<file path="config.mk">
export PLATFORM = sky130hd
export DESIGN_NAME = dm_access_ctrl_flat
export DESIGN_NICKNAME = d
export VERILOG_FILES = /design/src/rtl/dm_acc_pkg.sv /design/src/rtl/dm_access_ctrl_if.sv /design/src/rtl/dm_lane_unit.sv /design/src/rtl/dm_access_ctrl.sv /design/src/flat_wrapper.sv
export SDC_FILE = /design/constraint.sdc
export NUM_CORES = 1
export LEC_CHECK = 0
export CAP_MARGIN = 20
export CORE_MARGIN = 1
export CORE_UTILIZATION = 52
export DETAILED_ROUTE_END_ITERATION = 7
export GPL_TIMING_DRIVEN = 0
export PLACE_DENSITY = 0.84
export RECOVER_POWER = 25
export SETUP_SLACK_MARGIN = 0.05
export SYNTH_ARGS = -nofsm -noshare
export SYNTH_HDL_FRONTEND = slang
export SYNTH_SLANG_ARGS = --single-unit
</file>
<file path="constraint.sdc">
create_clock -name clk -period 3.4 [get_ports clk]
set_input_delay 0.34 -clock clk [delete_from_list [all_inputs] [get_ports clk]]
set_output_delay 0.34 -clock clk [all_outputs]
set_load 0.05 [all_outputs]
</file>
<file path="src/rtl/dm_acc_pkg.sv">
// Shared types for the data-memory access controller.
// Size codes, FSM states and the alignment rule.
package dm_acc_pkg;

   localparam logic [1:0] SZ_BYTE = 2'b00;
   localparam logic [1:0] SZ_HALF = 2'b01;
   localparam logic [1:0] SZ_WORD = 2'b10;

   typedef enum logic [2:0] {
      ST_IDLE,
      ST_LOAD,
      ST_READ,
      ST_WRITE,
      ST_RESP,
      ST_ERR
   } st_t;

   function automatic logic is_aligned(
      input logic [1:0] size,
      input logic [1:0] a
   );
      logic ok;
      case (size)
         SZ_BYTE: ok = 1'b1;
         SZ_HALF: ok = ~a[0];
         SZ_WORD: ok = (a == 2'b00);
         default: ok = 1'b0;
      endcase
      return ok;
   endfunction

endpackage

</file>
<file path="src/rtl/dm_access_ctrl_if.sv">
// Request/response handshake between MEM stage and controller.
// master = pipeline side, slave = controller side.
interface dm_access_ctrl_if #(
   parameter int ADDR_W = 10
);
   logic              req_valid;
   logic              req_ready;
   logic              req_we;
   logic [1:0]        req_size;
   logic              req_signed;
   logic [ADDR_W-1:0] req_addr;
   logic [31:0]       req_wdata;
   logic              rsp_valid;
   logic [31:0]       rsp_rdata;
   logic              rsp_err;

   modport master (
      output req_valid, req_we, req_size,
      output req_signed, req_addr, req_wdata,
      input  req_ready, rsp_valid, rsp_rdata, rsp_err
   );

   modport slave (
      input  req_valid, req_we, req_size,
      input  req_signed, req_addr, req_wdata,
      output req_ready, rsp_valid, rsp_rdata, rsp_err
   );
endinterface

</file>
<file path="src/rtl/dm_lane_unit.sv">
// Little-endian lane handling for the data memory.
// Extracts/extends load lanes and merges store lanes.
module dm_lane_unit
   import dm_acc_pkg::*;
(
   input  logic [31:0] rd_word,
   input  logic [31:0] old_word,
   input  logic [31:0] wdata,
   input  logic [1:0]  lane,
   input  logic [1:0]  size,
   input  logic        sgn,
   output logic [31:0] ext,
   output logic [31:0] merged
);

   logic [7:0]  b;
   logic [15:0] h;

   // Pick the addressed lane and extend it to 32 bits.
   always_comb begin
      b   = rd_word[{lane, 3'b000} +: 8];
      h   = lane[1] ? rd_word[31:16] : rd_word[15:0];
      ext = rd_word;
      case (size)
         SZ_BYTE: ext = {{24{sgn & b[7]}}, b};
         SZ_HALF: ext = {{16{sgn & h[15]}}, h};
         default: ext = rd_word;
      endcase
   end

   // Replace only the target lane of the old word.
   always_comb begin
      merged = old_word;
      case (size)
         SZ_BYTE: merged[{lane, 3'b000} +: 8] = wdata[7:0];
         SZ_HALF: merged[{lane[1], 4'b0000} +: 16] = wdata[15:0];
         default: merged = wdata;
      endcase
   end

endmodule

</file>
<file path="src/rtl/dm_access_ctrl.sv">
// CPU-side initiator for the 1 KiB data memory.
// Byte/half/word loads and stores, RMW for sub-word stores.
module dm_access_ctrl
   import dm_acc_pkg::*;
#(
   parameter int ADDR_W = 10,
   parameter int DATA_W = 32
) (
   input  logic              clk,
   input  logic              rst_n,
   dm_access_ctrl_if.slave   bus,
   output logic [ADDR_W-1:0] dm_addr,
   output logic [DATA_W-1:0] dm_din,
   output logic              dm_we,
   input  logic [DATA_W-1:0] dm_dout
);

   st_t               state;
   st_t               nxt;
   logic              we_q;
   logic              sgn_q;
   logic [1:0]        size_q;
   logic [ADDR_W-1:0] addr_q;
   logic [31:0]       wdata_q;
   logic [31:0]       merge_q;
   logic [31:0]       rdata_q;
   logic              err_q;
   logic [31:0]       ext;
   logic [31:0]       merged;
   logic              accept;
   logic              ok;

   dm_lane_unit u_lane (
      .rd_word  (dm_dout),
      .old_word (merge_q),
      .wdata    (wdata_q),
      .lane     (addr_q[1:0]),
      .size     (size_q),
      .sgn      (sgn_q),
      .ext      (ext),
      .merged   (merged)
   );

   assign ok     = is_aligned(bus.req_size, bus.req_addr[1:0]);
   assign accept = bus.req_valid & bus.req_ready;

   assign dm_addr       = {addr_q[ADDR_W-1:2], 2'b00};
   assign dm_din        = merged;
   assign bus.rsp_rdata = rdata_q;
   assign bus.rsp_err   = err_q;

   // State register; reset forces IDLE and drops dm_we at once.
   always_ff @(posedge clk or negedge rst_n) begin
      if (!rst_n) state <= ST_IDLE;
      else        state <= nxt;
   end

   // Next-state and state-decoded strobes.
   always_comb begin
      nxt           = state;
      bus.req_ready = 1'b0;
      bus.rsp_valid = 1'b0;
      dm_we         = 1'b0;
      case (state)
         ST_IDLE: begin
            bus.req_ready = 1'b1;
            if (bus.req_valid) begin
               unique case (1'b1)
                  !ok:
                     nxt = ST_ERR;
                  ok && !bus.req_we:
                     nxt = ST_LOAD;
                  ok && bus.req_we && bus.req_size == SZ_WORD:
                     nxt = ST_WRITE;
                  ok && bus.req_we && bus.req_size != SZ_WORD:
                     nxt = ST_READ;
               endcase
            end
         end
         ST_LOAD:  nxt = ST_RESP;
         ST_READ:  nxt = ST_WRITE;
         ST_WRITE: begin
            dm_we = 1'b1;
            nxt   = ST_RESP;
         end
         ST_ERR:   nxt = ST_RESP;
         ST_RESP: begin
            bus.rsp_valid = 1'b1;
            nxt           = ST_IDLE;
         end
         default:  nxt = ST_IDLE;
      endcase
   end

   // Request latch, RMW capture and response data.
   always_ff @(posedge clk or negedge rst_n) begin
      if (!rst_n) begin
         we_q    <= 1'b0;
         sgn_q   <= 1'b0;
         size_q  <= 2'b00;
         addr_q  <= '0;
         wdata_q <= '0;
         merge_q <= '0;
         rdata_q <= '0;
         err_q   <= 1'b0;
      end else begin
         if (accept) begin
            we_q    <= bus.req_we;
            sgn_q   <= bus.req_signed;
            size_q  <= bus.req_size;
            addr_q  <= bus.req_addr;
            wdata_q <= bus.req_wdata;
         end
         case (state)
            ST_LOAD: begin
               rdata_q <= ext;
               err_q   <= 1'b0;
            end
            ST_READ:  merge_q <= dm_dout;
            ST_WRITE: begin
               rdata_q <= '0;
               err_q   <= 1'b0;
            end
            ST_ERR: begin
               rdata_q <= '0;
               err_q   <= 1'b1;
            end
            default: ;
         endcase
      end
   end

   logic unused_we;
   assign unused_we = we_q;

endmodule

</file>
<file path="src/flat_wrapper.sv">
// flat-port wrapper written by rule: the top's interface ports become plain ports
module dm_access_ctrl_flat import dm_acc_pkg::*;
#(
   parameter int ADDR_W = 10,
   parameter int DATA_W = 32
)
  (clk, rst_n, dm_addr, dm_din, dm_we, dm_dout, bus_req_valid, bus_req_we, bus_req_size, bus_req_signed, bus_req_addr, bus_req_wdata, bus_req_ready, bus_rsp_valid, bus_rsp_rdata, bus_rsp_err);
  dm_access_ctrl_if #(.ADDR_W(ADDR_W)) bus_i ();
  input  logic clk;
  input  logic rst_n;
  output logic [ADDR_W-1:0] dm_addr;
  output logic [DATA_W-1:0] dm_din;
  output logic dm_we;
  input  logic [DATA_W-1:0] dm_dout;
  input wire logic [$bits(bus_i.req_valid)-1:0] bus_req_valid;
  input wire logic [$bits(bus_i.req_we)-1:0] bus_req_we;
  input wire logic [$bits(bus_i.req_size)-1:0] bus_req_size;
  input wire logic [$bits(bus_i.req_signed)-1:0] bus_req_signed;
  input wire logic [$bits(bus_i.req_addr)-1:0] bus_req_addr;
  input wire logic [$bits(bus_i.req_wdata)-1:0] bus_req_wdata;
  output wire logic [$bits(bus_i.req_ready)-1:0] bus_req_ready;
  output wire logic [$bits(bus_i.rsp_valid)-1:0] bus_rsp_valid;
  output wire logic [$bits(bus_i.rsp_rdata)-1:0] bus_rsp_rdata;
  output wire logic [$bits(bus_i.rsp_err)-1:0] bus_rsp_err;
  assign bus_i.req_valid = bus_req_valid;
  assign bus_i.req_we = bus_req_we;
  assign bus_i.req_size = bus_req_size;
  assign bus_i.req_signed = bus_req_signed;
  assign bus_i.req_addr = bus_req_addr;
  assign bus_i.req_wdata = bus_req_wdata;
  assign bus_req_ready = bus_i.req_ready;
  assign bus_rsp_valid = bus_i.rsp_valid;
  assign bus_rsp_rdata = bus_i.rsp_rdata;
  assign bus_rsp_err = bus_i.rsp_err;
  dm_access_ctrl #(.ADDR_W(ADDR_W), .DATA_W(DATA_W)) u_core (.clk(clk), .rst_n(rst_n), .bus(bus_i), .dm_addr(dm_addr), .dm_din(dm_din), .dm_we(dm_we), .dm_dout(dm_dout));
endmodule
</file>
==> run metrics <==
PortBufs 156; Slew HR -0.590; antenna violations before repair 0; Yosys cell types 44; Hold Path End u_core.addr_q[8]$_DFFE_PN0P_; Std-Cell Rows 37; failing checks max-capacitance violations, max-slew violations; P&R area growth vs syn 41.3%; # IOs 159; CTS tree done; WP data arrival 2.90 ns; Hold Path Origin bus_req_addr[8]; Final Slew Violations 44; WP data required 3.06 ns; max-cap viol count 1; number of synthesized register bits 113; Min Clock Period, post-route 3.24 ns; DRT antenna net count 0; clock skew 0.00776 ns; fin crit share 0.954; Hold WC Path Type input port to flop; vias in the first global route 5,167; GP Congestion 0.871; fillers 686; GRT Total Usage 0.337; Hold Vio Cnt, Final 0; Crit Reg-Reg Endpoint u_core.merge_q[12]$_DFFE_PN0N_; largest net degree at the start of global routing 71; drt total wl 18,100 um; Fmax achieved 0.308 GHz; Crit-path slowest cell ha_1; root buffer cell clkbuf_8; Die Y 107 um; chip width 107 um; ys flop type dfrtp_1; Worst R2R Path Depth 5; async set-reset flop share out of synthesis 1.00; Ant. Diodes 0; hpwl dp 13,000 um; setup TNS 0 ns; Num CTS Buffers 17; clk buf depth 2; DR iter-0 viols 338; Slew @ Worst Pin 2.38 ns; post-DR vias/cell 6.10; register-to-register path setup slack 1.30 ns; Final #Nets 771; total grt overflow 0; synthesized area 5720 um2; Synth warnings 0; share of layout cells above drive strength 1 0.258; routed len/inst 21.7 um; Sink Count 113; Multi-input gate area 2610 um2; final setup violation count 0; crit path max fanout 8; RSZ-0062 raised after global routing false; kind of critical path flop to output pin; area post-placement 7480 um2; status complete, but fails checks; CP cell instances buf_2, inv_1, ha_1, nor2b_1, and4_2, a22oi_1, nand2_1, clkdlybuf4s15_2; DRC violations left 0; slowest stage delay, CP 0.41 ns; Final Instance Area 8080 um2; most common cell after layout, fill and taps aside clkdlybuf4s50_1; Avg Cell Area, Syn 11.3 um2; First-pass DRT Iterations 5; depth of the CTS H-tree 4; storage element area 2830 um2; Critical Path End Type output pin; RR Startpoint u_core.state[1]$_DFFE_PN0P_; clock latency on the worst-skew pair 0.54 ns; Core Area 10,500 um2; Setup crit start kind flop; Worst-path clk slew 0.06 ns; sequential element share of the synthesized area 0.495; most frequent cells in the layout 123 x clkdlybuf4s50_1, 113 x dfrtp_1, 69 x mux2_2; EDFF count, synth 0; number of cells produced by synthesis 507; Initial Util 0.544; first-pass GRT wire length 28,300 um; die area 11,400 um2; Hold Path Cell Cnt 2; via count 5,088
## metrics by stage
stage	instances	hold WS, ns	setup slack [ns]	util
after CTS	833	0.370	0.0501	0.772
after detailed placement	801	0.367	0.185	0.712
after floorplan	508	0.0444	0.559	-
after global routing	834	0.415	0.0513	0.769
final	834	0.408	0.156	0.769
after global placement	800	0.465	-2.16	0.709
## timing repair
action | in CTS | in global routing
buffers inserted | 0 | 1
endpoints found under the setup margin | 32 | 25
hold endpoints to repair | 43 | 0
gates resized for setup | 67 | 27
pin swaps | 0 | 1
hold buffers | 1 | 0
## metal layers
metal	part of all wire	vias to the layer above	GRT usage
met4	0.029	0	0.131
li1	-	2227	-
met5	0	-	0
met3	0.090	55	0.0851
met1	0.40	2503	0.442
met2	0.48	303	0.536
## cell usage after synthesis, types with 15 or more instances
cell type  number  area, um2
dfrtp_1       113       2830
mux2_2         69        777
nand2_1        60        225
o21ai_0        35        175
a221o_1        24        240
a22oi_1        24        180
a21oi_1        20        100
buf_2          18       90.1
nor3_1         17       85.1
a22o_1         16        140
mux2i_1        16        160
buf_4          15        113
## worst max-delay path by stage
| stage | from | end | slack [ns] | cells after the start |
|---|---|---|---|---|
| 2_1_floorplan | u_core.addr_q[1]$_DFFE_PN0P_ | dm_din[16] | 0.56 | 7 |
| 3_3_place_gp | rst_n | u_core.wdata_q[7]$_DFFE_PN0P_ | -2.16 | 1 |
| 3_5_place_dp | u_core.addr_q[1]$_DFFE_PN0P_ | dm_din[10] | 0.19 | 9 |
| 4_1_cts | u_core.addr_q[1]$_DFFE_PN0P_ | dm_din[20] | 0.05 | 8 |
| 5_1_grt | u_core.addr_q[1]$_DFFE_PN0P_ | dm_din[8] | 0.05 | 8 |
| 6_report | u_core.addr_q[1]$_DFFE_PN0P_ | dm_din[12] | 0.16 | 8 |
## critical path, delay by kind of cell, from the launching register on
kind,cells,cell delay [ns]
buffers and inverters,3,0.78
DFF,1,0.36
AOI/OAI and AO/OA,1,0.11
and+or+nand+nor,3,0.69
adders and majority gates,1,0.41
## logic make-up (layout without fill, tap and decap cells)
| family | Yosys count | in the layout | share of synthesized area |
|---|---|---|---|
| other | 1 | 2 | 0.000656 |
| and+or+nand+nor | 104 | 104 | 0.0899 |
| DFF | 113 | 113 | 0.495 |
| buffers and inverters | 55 | 245 | 0.0512 |
| adders and majority gates | 5 | 5 | 0.0109 |
| AOI/OAI and AO/OA | 139 | 139 | 0.179 |
| muxes | 90 | 90 | 0.174 |
## state kept, by name, summed over array words and instances, names as in the netlist
| register | cells |
|---|---|
| u_core.sgn_q | 1 |
| u_core.bus.rsp_rdata | 32 |
| u_core.state | 3 |
| u_core.merge_q | 32 |
| u_core.size_q | 2 |
| u_core.addr_q | 10 |
| u_core.wdata_q | 32 |
| u_core.bus.rsp_err | 1 |
## final cells by class
| class | instances | area share |
|---|---|---|
| inverters | 8 | 0.00372 |
| clock inverters | 14 | 0.0255 |
| repair buffers | 159 | 0.194 |
| plain buffers | 46 | 0.0319 |
| clock buffers | 18 | 0.0517 |
| flip-flops and latches | 113 | 0.350 |
| well taps | 136 | 0.0211 |
| multi-input cells | 340 | 0.323 |
Power is left out: the tool's default activity adds up to more than one toggle a clock period on the data nets, which glitch-free logic cannot reach.
